<file path="src/rtl/button_pkg.sv">
// rtl/button_pkg.sv - shared types and helpers for the button event path
package button_pkg;

   typedef enum logic [1:0] {
      ST_WAIT_LOW,
      ST_IDLE,
      ST_PRESSED,
      ST_REPEATING
   } state_e;

   localparam int unsigned EVENT_PULSE_CYCLES = 1;

   // Hold counters never wrap, so they must represent the larger terminal count.
   function automatic int unsigned cnt_width(input int unsigned a, input int unsigned b);
      int unsigned m;
      m = (a > b) ? a : b;
      return $clog2(m + 1);
   endfunction

endpackage

</file>
<file path="src/rtl/button_events.sv">
// rtl/button_events.sv - debounced level to press/release/long-press/repeat pulses
module button_events
   import button_pkg::*;
#(
   parameter int unsigned LONG_CYCLES   = 16,
   parameter int unsigned REPEAT_CYCLES = 4
) (
   input  logic clk,
   input  logic reset_n,
   input  logic level_i,
   output logic press_o,
   output logic release_o,
   output logic long_press_o,
   output logic repeat_o,
   output logic held_o
);

   localparam int unsigned CW = cnt_width(LONG_CYCLES, REPEAT_CYCLES);
   localparam logic [CW-1:0] LONG_LAST   = CW'(LONG_CYCLES - 1);
   localparam logic [CW-1:0] REPEAT_LAST = CW'(REPEAT_CYCLES - 1);

   state_e          state_q;
   logic [CW-1:0]   cnt_q;
   logic            press_q;
   logic            release_q;
   logic            long_q;
   logic            repeat_q;
   logic            held_q;

   // The state already remembers the previous level, so edge detection lives here.
   always_ff @(posedge clk or negedge reset_n) begin
      if (!reset_n) begin
         state_q   <= ST_WAIT_LOW;
         cnt_q     <= '0;
         press_q   <= 1'b0;
         release_q <= 1'b0;
         long_q    <= 1'b0;
         repeat_q  <= 1'b0;
         held_q    <= 1'b0;
      end else begin
         press_q   <= 1'b0;
         release_q <= 1'b0;
         long_q    <= 1'b0;
         repeat_q  <= 1'b0;
         case (state_q)
            ST_WAIT_LOW: begin
               if (!level_i) begin
                  state_q <= ST_IDLE;
                  cnt_q   <= '0;
               end
            end
            ST_IDLE: begin
               if (level_i) begin
                  press_q <= 1'b1;
                  held_q  <= 1'b1;
                  cnt_q   <= '0;
                  state_q <= ST_PRESSED;
               end
            end
            ST_PRESSED: begin
               if (!level_i) begin
                  release_q <= 1'b1;
                  held_q    <= 1'b0;
                  cnt_q     <= '0;
                  state_q   <= ST_IDLE;
               end else if (cnt_q == LONG_LAST) begin
                  long_q  <= 1'b1;
                  cnt_q   <= '0;
                  state_q <= ST_REPEATING;
               end else begin
                  cnt_q <= cnt_q + 1'b1;
               end
            end
            ST_REPEATING: begin
               // Release takes priority over a repeat due on the same edge.
               if (!level_i) begin
                  release_q <= 1'b1;
                  held_q    <= 1'b0;
                  cnt_q     <= '0;
                  state_q   <= ST_IDLE;
               end else if (cnt_q == REPEAT_LAST) begin
                  repeat_q <= 1'b1;
                  cnt_q    <= '0;
               end else begin
                  cnt_q <= cnt_q + 1'b1;
               end
            end
            default: begin
               state_q <= ST_WAIT_LOW;
               cnt_q   <= '0;
               held_q  <= 1'b0;
            end
         endcase
      end
   end

   assign press_o      = press_q;
   assign release_o    = release_q;
   assign long_press_o = long_q;
   assign repeat_o     = repeat_q;
   assign held_o       = held_q;

endmodule

</file>
<file path="config.mk">
export PLATFORM = sky130hd
export DESIGN_NAME = button_events
export DESIGN_NICKNAME = d
export VERILOG_FILES = /design/src/rtl/button_pkg.sv /design/src/rtl/button_events.sv
export SDC_FILE = /design/constraint.sdc
export NUM_CORES = 1
export LEC_CHECK = 0
export BUFFER_PORTS_ARGS = -buffer_cell sky130_fd_sc_hd__clkbuf_2
export CELL_PAD_IN_SITES_DETAIL_PLACEMENT = 1
export CELL_PAD_IN_SITES_GLOBAL_PLACEMENT = 1
export CORE_AREA = 2 2 52 54
export CTS_CLUSTER_DIAMETER = 80
export CTS_CLUSTER_SIZE = 24
export DETAILED_ROUTE_END_ITERATION = 10
export DIE_AREA = 0 0 54 56
export GPL_ROUTABILITY_DRIVEN = 0
export GPL_TIMING_DRIVEN = 1
export PLACE_DENSITY = 0.53
export SETUP_SLACK_MARGIN = 0.2
export SYNTH_ARGS = -nofsm -noshare
export SYNTH_HDL_FRONTEND = slang
export SYNTH_SLANG_ARGS = --single-unit
</file>
<file path="constraint.sdc">
create_clock -name clk -period 2.3 [get_ports clk]
set_input_delay 0.115 -clock clk [delete_from_list [all_inputs] [get_ports clk]]
set_output_delay 0.115 -clock clk [all_outputs]
set_load 0.01 [all_outputs]
</file>
Word level (Yosys, flattened, before mapping)
Cells that the tools add are included.
{"block": "totals", "wordCells": 50, "output_inout_bits": 5, "in_bits": 3, "ff_bits": 12}
{"block": "classes", "addsub": 1, "mux": 25, "n_reduce_logical": 7, "n_eq_ne": 10}
{"op": "5-bit two-way mux", "count": 6}
{"op": "5-bit case mux with 4 select lines", "count": 1}
{"op": "1-bit two-way mux", "count": 12}
{"op": "2-bit two-way mux", "count": 4}
{"op": "2-bit inequality test, second input constant", "count": 4}
{"op": "2-bit case mux with 3 select lines", "count": 1}
{"op": "3-bit AND reduction", "count": 2}
{"op": "5-bit by 1-bit adder with 5-bit output, second input constant", "count": 1}
{"op": "5-bit by 2-bit equality test with 1-bit output, second input constant", "count": 1}
{"op": "5-bit by 4-bit equality test with 1-bit output, second input constant", "count": 1}
{"op": "2-bit equality test, second input constant", "count": 2}
{"op": "2-bit OR reduction", "count": 2}
{"op": "3-bit inequality test, second input constant", "count": 1}
{"op": "2-bit by 1-bit equality test with 1-bit output, second input constant", "count": 1}
{"op": "2-bit logical NOT", "count": 1}
{"op": "1-bit case mux with 2 select lines", "count": 1}
{"op": "2-bit AND reduction", "count": 1}
{"op": "2-bit nonzero test", "count": 1}

Logic depth before layout (Yosys ltp)
Gate-level depths: netlist (run 1).
{"block": "logic_depth", "ltp_word": 4, "depth_mapped": 8, "mapped_depth_nobuf": 8}

Least setup slack after synthesis (run 1)
OpenSTA, ideal clock, no wires.
{"block": "synth_path", "path_type": "flip-flop to flip-flop", "startpoint": "reg cnt_q[0]", "endpoint": "reg state_q[0]", "period_less_slack_ns": 1.664, "arrival_time_ns": 1.577, "n_path_buf": 0, "setup_ns": 0.087, "t_required_ns": 2.213, "slack_ns": 0.636, "path_stages_with_launch": 9, "path_cell_list": "dfrtp_1 ha_1 nand3_1 inv_1 ha_1 nand2b_1 nand2_1 mux2_2 a22oi_1"}
{"block": "synth_via", "elab_chain_len": 3}
{"item": "start, declared", "line": "button_events.sv:23", "text": "logic [CW-1:0] cnt_q;"}
{"item": "start signal, assigned", "line": "button_events.sv:71", "text": "cnt_q <= cnt_q + 1'b1;"}
{"item": "start signal, assigned", "line": "button_events.sv:85", "text": "cnt_q <= cnt_q + 1'b1;"}
{"item": "5-bit by 4-bit equality test with 1-bit output", "line": "button_events.sv:66", "text": "end else if (cnt_q == LONG_LAST) begin"}
{"item": "3-bit inequality test (no line)"}
{"item": "3-bit AND reduction (no line)"}
{"item": "end signal, assigned", "line": "button_events.sv:65", "text": "state_q <= ST_IDLE;"}
{"item": "end signal, assigned", "line": "button_events.sv:69", "text": "state_q <= ST_REPEATING;"}
{"item": "end signal, assigned", "line": "button_events.sv:80", "text": "state_q <= ST_IDLE;"}
{"item": "end, declared", "line": "button_events.sv:22", "text": "state_e state_q;"}
Every way passes these cells.
A chain may end at the register's enable or synchronous reset.

Worst setup path in the final report (run 1)
Same ends and word-level chain as after synthesis.

==> results of run 1 <==
[flip-flops by register name, summed over array words and instances, names as in the netlist]
name          count
cnt_q             5
held_o            1
long_press_o      1
press_o           1
release_o         1
repeat_o          1
state_q           2
[placed cells by master (no fill, tap or decap), types with 3 or more instances in the layout]
cell type	instances
dfrtp_1	12
nand2_1	10
ha_1	7
clkbuf_2	7
inv_1	4
o21ai_0	3
a21oi_1	3
clkbuf_4	3
[kinds of logic (layout without fill, tap and decap cells)]
kind of cell / count (synthesis) / count (layout)
AND/OR/NAND/NOR: 24 / 24
multiplexers: 3 / 3
adder cells (fa/ha/maj): 7 / 7
flip-flops: 12 / 12
buffers and inverters: 6 / 16
AO/OA/AOI/OAI: 16 / 16
[cells in the mapped netlist, drive strengths merged (2+ instances only)]
cell     instances  area [µm²]
dfrtp           12         300
nand3            2        10.0
buf              2        16.3
inv              4        15.0
nand2b           3        26.3
a22oi            2        15.0
mux2             2        22.5
nor2             2        7.51
o21ai            6        33.8
ha               7        87.6
o2bb2ai          2        17.5
nor3             2        10.0
nand2           10        37.5
a21oi            3        15.0
[stage by stage]
| step | cells | hold WS, ps |
|---|---|---|
| 2_1_floorplan | 68 | -181 |
| 3_3_place_gp | 103 | 24.4 |
| 3_5_place_dp | 103 | 32.8 |
| 4_1_cts | 108 | 193 |
| 5_1_grt | 108 | 240 |
| 6_report | 108 | 202 |
[area by class of cell]
cell class	count	share of cell area (%)
repair buffers	8	5.58
inverters	4	1.86
flip-flops and latches	12	37.2
multi-input cells	50	46.2
clock buffers	4	4.50
well taps	30	4.65
[power by group through the flow]
stage | combinational (mW) | clock (mW) | sequential (mW)
final | 0.437 | 0.178 | 0.324
after global routing | 0.507 | 0.201 | 0.336
after floorplan | 0.352 | 0 | 0.327
after global placement | 0.437 | 0 | 0.325
after CTS | 0.444 | 0.188 | 0.324
after detailed placement | 0.440 | 0 | 0.329
[critical path, stage by stage, from the launching register on]
cell      delay [ps]
dfrtp_1          410
ha_1             250
nand3_1          110
inv_1             50
ha_1             200
nand2b_1         170
nand2_1           90
mux2_2           320
a22oi_1          160
[worst max-delay path by stage]
stage              from          to
2_1_floorplan  cnt_q[0]  state_q[0]
3_3_place_gp   cnt_q[0]  state_q[0]
3_5_place_dp   cnt_q[0]  state_q[0]
4_1_cts        cnt_q[0]  state_q[0]
5_1_grt        cnt_q[0]  state_q[0]
6_report       cnt_q[0]  state_q[0]
[routing by layer]
layer | vias up | routed length [µm] | GRT usage, %
li1 | 262 | - | -
met1 | 247 | 705 | 14.3
met2 | 11 | 603 | 16.0
met4 | 0 | 38 | 7.50
met5 | - | 0 | 0
met3 | 5 | 63 | 3.23
==> flow_summary.toml, run 1 <==
[setup_path]
end_kind = "flip-flop"
startpoint_type = "flip-flop"
worstReg2RegEnd = "state_q[0]"
crit_type = "reg -> reg"
regToRegSetupSlack_ps = 450
crit_fanout = 4
reg2reg_depth = 8
crit_arrival_ps = 2050
crit_required_ps = 2490
r2r-start = "cnt_q[0]"

[grt]
grt_use_total_pct = 11.3
grt_overflow = 0
antenna_found_initial = 0
grt_pass1_wl_um = 2410
grt_max_degree = 14
grt_pass1_vias = 531

[sta]
fin_setup_tns_ps = 0
slew_violations = 0
finClkSkew_ps = 2.89
final.min_clock_period_ps = 1850
rsz0062_at_grt = "false"
fmax_mhz = 540
hold_viol = 0
slew_headroom_pct = 77.1
finalCritPeriodShare_pct = 80.5
setup_violations = 0
tightest_slew_ps = 343
fin_ws_ps = 448

[synthesis]
synth_edf_count = 0
synth-compound-area-share_pct = 15.5
postSynthCellCount = 68
ys_ff_latch = 12
synth_xor_area_share_pct = 0
synth_ff_type = "dfrtp_1"
synth.mux.area_fraction_pct = 6.39
synth.distinct_cells = 27
synth_area_per_cell_um2 = 10.4
synth_fa_ha_area_share_pct = 12.4
syn_area_um2 = 704
yosys_warnings = 0
synth_top_family_by_area = "simple AND/OR/NAND/NOR gates"
yosys.area_share.simple_pct = 18.7
synth_nets = 78
async_flop_share_pct = 100
synth-seq-area-share_pct = 42.6

[pwr]
power_frac_seq_pct = 34.5
powerDensity_nw_per_um2 = 1160
p_switching_mw = 0.384
peakVddDrop_uv = 375
clkPwrFrac_pct = 18.9
power.internal_mw = 0.555
swShare_pct = 40.9
power.leakage_nw = 0.386
total_power_mw = 0.939
combPwrFrac_pct = 46.6

[route]
dr_total_vias = 525
ant_nets = 0
drt_iter0_drc = 5
via_per_inst = 4.86
drc = 0
wl_um = 1410
avgRoutedWirePerCell_um = 13.1
dr.pass1.iters = 2

[clocking]
post-cts-setup-buffers = 0
cts_max_level = 1
clk_pin_slew_ps = 80
cts_made_buffers = 3
clock_sinks = 12
clockBufferDepth = 2
cts_tree = "yes"
ctsHoldBuffers = 1
cts-root-buf = "clkbuf_4"
cts_resized = 0
clk_latency_ps = 280

[placed_design]
dp_hpwl_um = 1050
postPlaceCellArea_um2 = 761
io_buffers = 7
pre_cts_ws_ps = 455

[cells_and_area]
seq_area_um2 = 300
nets = 89
fill_cells = 293
area_growth_pct = 14.6
design_area_um2 = 807
multiInputGateArea_um2 = 373
n_antenna_cell = 0
final_util_pct = 33.2
layout-drive-gt1-share_pct = 23.1

[floorplanning]
rows = 18
initial_core_util_pct = 29.0
die_x_um = 54
die_y_um = 56
die-area_um2 = 3020
ios = 8
core_um2 = 2430

[worst_hold_path]
min_path_type = "in -> reg"
min-delay-start = "level_i"
holdPathStages = 2
min_to = "release_o"

[flow_run]
cap_violations = 0

[run_status]
status = "completed"
Note: power is estimated with default switching activity, not from simulation.
==> run 2, diff against run 1 <==
--- a/config.mk
+++ b/config.mk
@@ -15,7 +15,7 @@
 export DIE_AREA = 0 0 54 56
 export GPL_ROUTABILITY_DRIVEN = 0
 export GPL_TIMING_DRIVEN = 1
-export PLACE_DENSITY = 0.53
+export PLACE_DENSITY = 0.55
 export SETUP_SLACK_MARGIN = 0.2
 export SYNTH_ARGS = -nofsm -noshare
 export SYNTH_HDL_FRONTEND = slang
==> constraint.sdc (replaced) <==
create_clock -name clk -period 1.5 [get_ports clk]
set_input_delay 0.075 -clock clk [delete_from_list [all_inputs] [get_ports clk]]
set_output_delay 0.075 -clock clk [all_outputs]
set_load 0.01 [all_outputs]
==> flow_summary.toml, run 2 (synthesized netlist as in run 1, its figures left out) <==
[run_status]
status = "complete, but fails checks"
violations = "negative setup slack"

[flow_run]
cap_violations = 0

[clocking]
clk_latency_ps = 280
cts_made_buffers = 3
clk_pin_slew_ps = 80
cts_tree = "yes"
clock_sinks = 12
clockBufferDepth = 2
cts_max_level = 1
cts-root-buf = "clkbuf_4"

[route]
dr_total_vias = 596
ant_nets = 0
wl_um = 1780
dr.pass1.iters = 2
via_per_inst = 4.85
drc = 0
drt_iter0_drc = 1
avgRoutedWirePerCell_um = 14.5

[floorplanning]
initial_core_util_pct = 29.0
die_y_um = 56
ios = 8
die_x_um = 54
rows = 18
core_um2 = 2430
die-area_um2 = 3020

[setup_path]
crit_arrival_ps = 1760
slowest_stage = "dfrtp_1"
path_cells = "ha_2 -> nand3_2 -> inv_1 -> ha_2 -> nand2b_4 -> nand2_2 -> mux2_4 -> a22oi_2"
slowest_delay_ps = 410
critPathTopFamily = "flip-flops"
crit_required_ps = 1700
end_kind = "flip-flop"
cp_common_cell = "ha_2"
crit_fanout = 2
cp_num_buf_inv = 1
startpoint_type = "flip-flop"
crit_type = "reg -> reg"

[grt]
grt_use_total_pct = 14.0
grt_max_degree = 14
grt_overflow = 0
grt_pass1_vias = 627
antenna_found_initial = 0
grt_pass1_wl_um = 3020

[sta]
fin_ws_ps = -66.7
finClkSkew_ps = 10.9
final.min_clock_period_ps = 1570
setup_violations = 5
holdWs_ps = 200
tightest_slew_ps = 334
rsz0062_at_grt = "true"
finalCritPeriodShare_pct = 104
fmax_mhz = 638
fin_setup_tns_ps = -229
slew_headroom_pct = 77.7
hold_viol = 0
slew_violations = 0

[pwr]
total_power_mw = 1.78
powerDensity_nw_per_um2 = 1740
power.leakage_nw = 0.467
peakVddDrop_uv = 763

[cells_and_area]
layout-drive-gt1-share_pct = 52.7
layout_commonest_cell = "buf_4"
nets = 104
top_regs = "cnt_q x5, state_q x2"
largest_reg_flops = 5
area_growth_pct = 45.1
fill_cells = 284
regMostFlops = "cnt_q"
seq_area_um2 = 303
multiInputGateArea_um2 = 472
n_antenna_cell = 0
final_util_pct = 42.0
layout_common_cells = "buf_4, dfrtp_1, nand2_1, clkbuf_2"

[placed_design]
pre_cts_ws_ps = -123
dp_hpwl_um = 1240
io_buffers = 7

[worst_hold_path]
min_path_type = "in -> reg"
==> run 2: repair_timing <==
item	4_1_cts	5_1_grt
gates resized for setup	9	3
hold buffers	1	0
setup endpoints to repair	9	10
hold endpoints to repair	12	0
pin swaps	6	1
buffers inserted	2	1
==> run 2: worst paths after layout <==
| check | startpoint | end | slack (ps) | cells after the start |
|---|---|---|---|---|
| setup / recovery | cnt_q[0] | state_q[0] | -70 | 8 |
| hold / removal | level_i | release_o | 200 | 2 |
| setup reg to reg | cnt_q[0] | state_q[0] | -70 | 8 |
| hold reg to reg | held_o | held_o | 590 | 2 |
| max in group asynchronous | reset_n | state_q[0] | 1020 | 2 |
| min in group asynchronous | reset_n | press_o | 220 | 2 |
==> run 2: final cells by class <==
cell class                      count  area share, %
Multi-Input combinational cell     50           46.1
Sequential cell                    12           29.6
Timing Repair Buffer               23           16.5
Tap cell                           30           3.67
Clock buffer                        4           2.57
Inverter                            4           1.47
==> run 2: routing by layer <==
metal	up-vias	part of all wire [%]	global-route usage, %
met1	292	47	18.5
met2	9	47	21.3
met4	0	2.9	7.50
li1	289	-	-
met5	-	0	0
met3	6	2.5	2.42
==> run 2: metrics by stage <==
step / cells / instance area [µm²]
3_3_place_gp: 115 / 910
2_1_floorplan: 68 / 763
4_1_cts: 122 / 1000
5_1_grt: 123 / 1020
6_report: 123 / 1020
3_5_place_dp: 115 / 910
==> run 2: power by group <==
group          total, mW  switching, mW  internal [mW]  leakage, nW
logic               1.05          0.518          0.533        0.298
clock network      0.214          0.111          0.103       0.0150
registers          0.518          0.100          0.418        0.154
total               1.78          0.729           1.05        0.467
